`config.mk`:
```
export PLATFORM = sky130hd
export DESIGN_NAME = pwm_duty_slew
export DESIGN_NICKNAME = d
export VERILOG_FILES = /design/src/rtl/pwm_duty_slew.sv
export SDC_FILE = /design/constraint.sdc
export NUM_CORES = 1
export LEC_CHECK = 0
export CAP_MARGIN = 20
export CORE_MARGIN = 5
export CORE_UTILIZATION = 60
export DETAILED_ROUTE_END_ITERATION = 12
export PLACE_DENSITY = 0.81
export SLEW_MARGIN = 10
export SYNTH_ARGS = -nofsm -noshare
export SYNTH_HDL_FRONTEND = slang
export SYNTH_SLANG_ARGS = --single-unit
```
`constraint.sdc`:
```
create_clock -name clk -period 4.5 [get_ports clk]
set_input_delay 0.45 -clock clk [delete_from_list [all_inputs] [get_ports clk]]
set_output_delay 0.45 -clock clk [all_outputs]
set_load 0.02 [all_outputs]
```
`src/rtl/pwm_duty_slew.sv`:
```
// Slew-rate limiter from the SPI duty register to the PWM duty input: one STEP per TICK_DIV clocks.
// Optional done pulse output is enabled with `define PWM_DUTY_SLEW_DONE_EN.
module pwm_duty_slew #(
    parameter logic [15:0] STEP     = 16'd1,
    parameter logic [15:0] TICK_DIV = 16'd3333
) (
    input  logic       clk,
    input  logic       rst_n,
    input  logic       ena,
    input  logic       bypass,
    input  logic [7:0] target_duty,
    output logic [7:0] duty_out,
`ifdef PWM_DUTY_SLEW_DONE_EN
    output logic       done,
`endif
    output logic       busy
);
    localparam int unsigned DW = 8;
    localparam int unsigned CW = 16;

    typedef enum logic [1:0] {
        IDLE = 2'd0,
        UP   = 2'd1,
        DOWN = 2'd2
    } state_t;

    state_t        state, state_n;
    logic [CW-1:0] cnt, cnt_n;
    logic [DW-1:0] target_q, target_q_n;
    logic [DW-1:0] duty_n;
    logic          done_q, done_n;
    logic          tick;
    logic [DW:0]   up_sum;
    logic signed [DW:0] dn_diff;
    logic [DW-1:0] up_val, dn_val;

    assign tick = (cnt == (TICK_DIV - 16'd1));

    // Candidate step results, clamped at the target so a step never overshoots
    assign up_sum  = {1'b0, duty_out} + (DW+1)'(STEP);
    assign dn_diff = $signed({1'b0, duty_out}) - $signed((DW+1)'(STEP));
    assign up_val  = (up_sum > {1'b0, target_q}) ? target_q : up_sum[DW-1:0];
    assign dn_val  = (dn_diff < $signed({1'b0, target_q})) ? target_q : dn_diff[DW-1:0];

    always_ff @(posedge clk or negedge rst_n) begin
        if (!rst_n) begin
            state    <= IDLE;
            cnt      <= '0;
            target_q <= '0;
            duty_out <= '0;
            busy     <= 1'b0;
            done_q   <= 1'b0;
        end else begin
            state    <= state_n;
            cnt      <= cnt_n;
            target_q <= target_q_n;
            duty_out <= duty_n;
            busy     <= (state_n != IDLE);
            done_q   <= done_n;
        end
    end

    always_comb begin
        state_n    = state;
        cnt_n      = cnt;
        target_q_n = target_q;
        duty_n     = duty_out;
        done_n     = 1'b0;
        if (bypass) begin
            duty_n     = target_q;
            target_q_n = target_duty;
            state_n    = IDLE;
            cnt_n      = '0;
        end else if (ena) begin
            target_q_n = target_duty;
            case (state)
                IDLE: begin
                    cnt_n = '0;
                    if (target_q > duty_out) begin
                        state_n = UP;
                    end else if (target_q < duty_out) begin
                        state_n = DOWN;
                    end
                end
                UP, DOWN: begin
                    cnt_n = tick ? '0 : cnt + 16'd1;
                    if (target_q == duty_out) begin
                        state_n = IDLE;
                        cnt_n   = '0;
                        done_n  = 1'b1;
                    end else if ((state == UP) && (target_q < duty_out)) begin
                        state_n = DOWN;
                    end else if ((state == DOWN) && (target_q > duty_out)) begin
                        state_n = UP;
                    end else if (tick) begin
                        duty_n = (state == UP) ? up_val : dn_val;
                        if (duty_n == target_q) begin
                            state_n = IDLE;
                            cnt_n   = '0;
                            done_n  = 1'b1;
                        end
                    end
                end
                default: begin
                    state_n = IDLE;
                    cnt_n   = '0;
                end
            endcase
        end
    end

`ifdef PWM_DUTY_SLEW_DONE_EN
    assign done = done_q;
`else
    logic unused_done;
    assign unused_done = done_q;
`endif

endmodule

```
=== Yosys cells after proc, flatten, opt, wreduce, memory -nomap -nowiden ===
Index checks and enable logic that the tools add are counted.

* Register bits: 35
* Input port bits: 12
* Logic and storage cells: 60

* Add/subtract/negate cells: 3
* Order comparisons: 4
* Eq/ne operators: 8
* Multiplexer cells: 31
* Reductions and logical operators: 9

{| class="wikitable"
|+ Operators with widths
! operator !! count
|-
| 16-bit two-way mux || 9
|-
| 8-bit two-way mux || 12
|-
| 2-bit two-way mux || 9
|-
| 16-bit by 1-bit adder with 16-bit output (second input constant) || 1
|-
| 16-bit by 12-bit == test with 1-bit output (second input constant) || 1
|-
| 8-bit == test || 2
|-
| 8-bit by 1-bit adder with 9-bit output (second input constant) || 1
|-
| 9-bit by 8-bit greater-than comparator with 1-bit output || 1
|-
| 9-bit < comparator || 1
|-
| 8-bit by 1-bit subtractor with 9-bit output (second input constant) || 1
|-
| 8-bit greater-than comparator || 1
|-
| 8-bit < comparator || 1
|-
| 2-bit nonzero test || 4
|-
| 2-bit != test (second input constant) || 3
|-
| 6-bit AND reduction || 1
|-
| 2-bit case mux with 2 select lines || 1
|-
| 2-bit by 1-bit == test with 1-bit output (second input constant) || 1
|-
| 2-bit == test (second input constant) || 1
|-
| 1-bit logical AND || 2
|-
| 2-bit zero test || 1
|-
| 2-bit OR reduction || 1
|}

=== Longest topological paths before layout ===
* Word-level depth: 14
* Depth in mapped cells: 15
* Depth with buffers taken out: 14

=== Worst setup path after synthesis ===
OpenSTA, ideal clock, no wires.

* Path kind: flip-flop to flip-flop
* Start point: register duty_out[0]
* End point: register busy
* Setup time: 0.137 ns
* Data arrival time: 3.172 ns
* Data required time: 4.363 ns
* Slack: 1.191 ns
* Cell stages (with the launch flop): 16
* Path buffers: 1
* Period minus slack after synthesis: 3.309 ns
* Cells stage by stage: dfrtp_1 -> buf_2 -> inv_1 -> ha_1 -> or3b_4 -> nor3_4 -> xnor2_1 -> ha_1 -> a22oi_1 -> nand2_1 -> o211ai_1 -> nor2_1 -> o22ai_2 -> nand3_2 -> a221oi_2 -> o211ai_1

* Longest elaborated chain between the ends: 14
* Elaborated cells between the ends (all ways): 24
* Classes of those cells: add/sub: 2; order compare: 4; eq/ne: 2; mux: 13; reduce/logical: 3

{| class="wikitable"
|+ RTL lines
! element !! RTL line !! RTL
|-
| start, declared || 12 || <nowiki>output logic [7:0] duty_out,</nowiki>
|-
| start signal, assigned || 57 || <nowiki>duty_out <= duty_n;</nowiki>
|-
| 8-bit by 1-bit subtractor with 9-bit output or 8-bit by 1-bit adder with 9-bit output (tied branches) || 41, 40 ||
|-
| 9-bit < comparator or 9-bit by 8-bit greater-than comparator with 1-bit output (tied branches) || 43, 42 ||
|-
| 8-bit two-way mux (on tied branches) || 43, 42 ||
|-
| 8-bit two-way mux || 96 || <nowiki>duty_n = (state == UP) ? up_val : dn_val;</nowiki>
|-
| 8-bit == test || 97 || <nowiki>if (duty_n == target_q) begin</nowiki>
|-
| 2-bit two-way mux || 97 ||
|-
| 2-bit two-way mux || 95 || <nowiki>end else if (tick) begin</nowiki>
|-
| 2-bit two-way mux || 93 || <nowiki>end else if ((state == DOWN) && (target_q > duty_out)) begin</nowiki>
|-
| 2-bit two-way mux || 91 || <nowiki>end else if ((state == UP) && (target_q < duty_out)) begin</nowiki>
|-
| 2-bit two-way mux || 87 || <nowiki>if (target_q == duty_out) begin</nowiki>
|-
| 2-bit case mux with 2 select lines (*) || 76 || <nowiki>case (state)</nowiki>
|-
| 2-bit two-way mux (*) || 74 || <nowiki>end else if (ena) begin</nowiki>
|-
| 2-bit two-way mux (*) || 69 || <nowiki>if (bypass) begin</nowiki>
|-
| 2-bit nonzero test (*) || 58 || <nowiki>busy <= (state_n != IDLE);</nowiki>
|-
| end signal, assigned || 58 ||
|-
| end, declared || 16 || <nowiki>output logic busy</nowiki>
|}

Every way passes the cells marked *; elsewhere a longest branch is shown, timed or not.
A chain may end at the register's enable or synchronous reset.

=== Worst setup path after layout ===
Ends and elaborated chain as after synthesis.

==> summary.txt <==
Setup path
  • Startpoint types: flop
  • Worst Path Max Fanout: 12
  • Worst reg2reg path startpoint: duty_out[0]
  • Largest delay share family, worst path: compound AO/OA/AOI/OAI gates
  • End of the worst register-to-register path: busy
  • Critical-path cell list: ha_1 -> inv_1 -> nor3_1 -> xnor2_1 -> ha_1 -> a211oi_1 -> o21ai_0 -> o31ai_1 -> nand3_1 -> a31o_2 -> nand3_2 -> a41oi_1 -> o211ai_1
  • Worst endpoint data arrival time: 4000 ps
  • Crit path buffers/inverters: 1
  • CP most frequent cell: ha_1
  • CP peak stage delay: roughly 580 ps
  • Worst path required time: between 4000 and 5000 ps
  • Critical path class: flop to flop
  • Flop2flop setup slack: around 710 ps
  • R2R depth: 13
  • CP Capture Type: flop
  • Crit path max-delay cell type: dfrtp_1

Synthesis
  • Mapped Area: ~3100 um2
  • Synth Instances: approximately 370
  • Netlist cell types: 62
  • Syn_nets: slightly above 400
  • Fraction of registers with async set/reset: between 90% and 100%
  • Mean Syn Cell Area: 8.41 um2
  • Synth warnings: 0
  • Register bit total from synthesis: 35
  • Number of synthesized flops with an enable pin: 0
  • Synth Flop Type: dfrtp_1
  • Sequential element share of the synthesized area: 28.0%

Power and ir drop
  • Peak VDD IR: 0.249 mV
  • Clock power share: between 20% and 30%
  • Leakage Power: ~1.4 nW
  • Pint: roughly 0.63 mW
  • Logic gate share of total power: approximately 42%
  • Psw: between 0.4 and 0.5 mW
  • Power Density: 309 nW/um2
  • Net Sw Frac: 40.4%
  • Final Power: 1.06 mW
  • Flop pwr share: between 30% and 40%

Detailed routing
  • DRC Markers: 0
  • Drt pass-1 iters: 6
  • Detailed-route wire length per cell: 17.2 um
  • Via count: 2890
  • 1st-iter DRT viols: approximately 360
  • Post-DRT Antenna Nets: 0
  • Final wirelength: a little under 8000 um
  • Drt via density: 6.34

STA
  • WHS: ~230 ps
  • RSZ-0062 raised after global routing: false
  • Worst Clk Skew: about 11 ps
  • Post-route setup slack: 709 ps
  • Worst-margin pin slew: approximately 780 ps
  • Post-layout min period: 3790 ps
  • Setup TNS: 0 ps
  • Slew Viols, Final: 0
  • Final hold violations: 0
  • Slew HR: between 40% and 50%
  • Final setup fails: 0
  • Fmax: 0.264 GHz
  • Final worst path period share: about 84%

Floorplan
  • IO Pins: 21
  • Core Footprint: around 5100 um2
  • Die H: ~80 um
  • Site Rows: 26
  • Initial core utilization: between 60% and 70%
  • DIE WIDTH: 82.2 um
  • Die area: around 6800 um2

Final layout
  • Register area: just under 900 um2
  • Synthesis-to-finish area growth: 9.28%
  • ANT cells: 0
  • Most frequent cells in the layout: 35 x nor2_1, 35 x dfrtp_1, 33 x o21ai_0
  • Final net count: approximately 430
  • Fillcell total: about 440
  • Final Instance Area: 3420 um2
  • Layout cells sized above 1: between 7 and 8%
  • Multi-input logic area: 2060 um2

CTS
  • Clock Path Buffers: 2
  • Root Buffer: clkbuf_8
  • Num CTS Buffers: 5
  • CTS tree: built
  • Post_cts resized: 0
  • TritonCTS sink count: 35
  • Worst-Skew Late Latency: about 300 ps
  • H-tree depth: 2
  • Post-CTS Setup Bufs: 0
  • Hold-fix buffers at CTS: 0
  • CTS clk-pin slew, worst paths: ~70 ps

Global route
  • First-pass GRT wire length: between 10000 and 15000 um
  • GR Overflow Total: 0
  • Largest net degree at the start of global routing: 36
  • Antenna violations before repair: 0
  • Number of global-route vias before repair: 2746
  • Total GRT Usage: between 20 and 30%

Min path
  • Hold Crit Class: primary input to async pin

Status
  • Outcome: complete, no violations

Place
  • DP HPWL: 6000 um
  • Setup WS pre-CTS: 769 ps
  • Post-DP Area: 3330 um2
  • IO buf count: 20
  • Placer Congestion: between 0.9 and 1

Run
  • MaxCap Viol Count: 0
layer usage:
| layer | track usage, % | wire length, um | vias up |
|---|---|---|---|
| met5 | 0 | 0 | - |
| met4 | 8.97 | 234 | 0 |
| met3 | 5.75 | 608 | 28 |
| met2 | 38.6 | 3480 | 131 |
| met1 | 36.1 | 3530 | 1350 |
| li1 | - | - | 1381 |
synth_stat cells, drive strengths merged (2+ instances only):
master / count / area [um2]
a2111oi: 2 / 17.5
a211oi: 5 / 37.5
a21oi: 14 / 73.8
a221oi: 2 / 23.8
a22o: 2 / 17.5
a22oi: 2 / 15.0
and3: 9 / 56.3
buf: 6 / 51.3
clkbuf: 9 / 33.8
clkinv: 2 / 7.51
dfrtp: 35 / 876
ha: 31 / 388
inv: 27 / 101
mux2: 8 / 90.1
mux2i: 5 / 50.1
nand2: 26 / 97.6
nand2b: 3 / 18.8
nand3: 18 / 95.1
nand4: 8 / 50.1
nor2: 36 / 138
nor2b: 3 / 18.8
nor3: 14 / 81.3
nor4b: 2 / 17.5
o211ai: 6 / 45.0
o21a: 2 / 15.0
o21ai: 33 / 165
o221ai: 2 / 17.5
o22ai: 7 / 50.1
o31ai: 4 / 30.0
o32a: 2 / 20.0
o32ai: 2 / 17.5
or3: 3 / 18.8
xnor2: 18 / 173
xor2: 6 / 52.6
flip-flops by register name, indices dropped and copies added, names as in the netlist:
register and flops:
state 2, duty_out 8, cnt 16, busy 1
target_q 8
power by group through the flow:
stage	logic (mW)	clock network, mW	registers [mW]
2_1_floorplan	0.330	0	0.375
3_3_place_gp	0.429	0	0.386
3_5_place_dp	0.438	0	0.387
4_1_cts	0.441	0.232	0.381
5_1_grt	0.499	0.248	0.387
6_report	0.447	0.229	0.383
area by class of cell:
| type | instances | area share (%) |
|---|---|---|
| Multi-Input combinational cell | 293 | 60.2 |
| Sequential cell | 35 | 25.6 |
| Timing Repair Buffer | 21 | 5.93 |
| Inverter | 29 | 3.18 |
| Tap cell | 70 | 2.56 |
| Clock buffer | 6 | 2.12 |
| Clock inverter | 2 | 0.366 |
stage by stage:
| step | cells | utilization [%] |
|---|---|---|
| 2_1_floorplan | 372 | - |
| 3_3_place_gp | 448 | 65.7 |
| 3_5_place_dp | 448 | 65.7 |
| 4_1_cts | 456 | 67.4 |
| 5_1_grt | 456 | 67.4 |
| 6_report | 456 | 67.4 |
kinds of logic (layout without fill, tap and decap cells):
group / count (synthesis) / count (layout) / share of synthesized area [%]
AO/OA/AOI/OAI: 94 / 94 / 20.0
multiplexers: 13 / 13 / 4.48
AND/OR/NAND/NOR: 130 / 130 / 21.0
adder cells (fa/ha/maj): 31 / 31 / 12.4
flip-flops: 35 / 35 / 28.0
buffers and inverters: 44 / 58 / 6.20
XOR/XNOR: 25 / 25 / 7.96
worst max path at each step:
stage                start        to  slack (ps)  cells after the start
2_1_floorplan  duty_out[0]      busy        1190                     15
3_3_place_gp   duty_out[0]      busy         920                     13
3_5_place_dp   duty_out[0]      busy         770                     13
4_1_cts        duty_out[0]      busy         740                     13
5_1_grt        duty_out[0]  state[0]         480                     13
6_report       duty_out[0]      busy         710                     13
No activity file was read; power rests on OpenSTA's default activity.
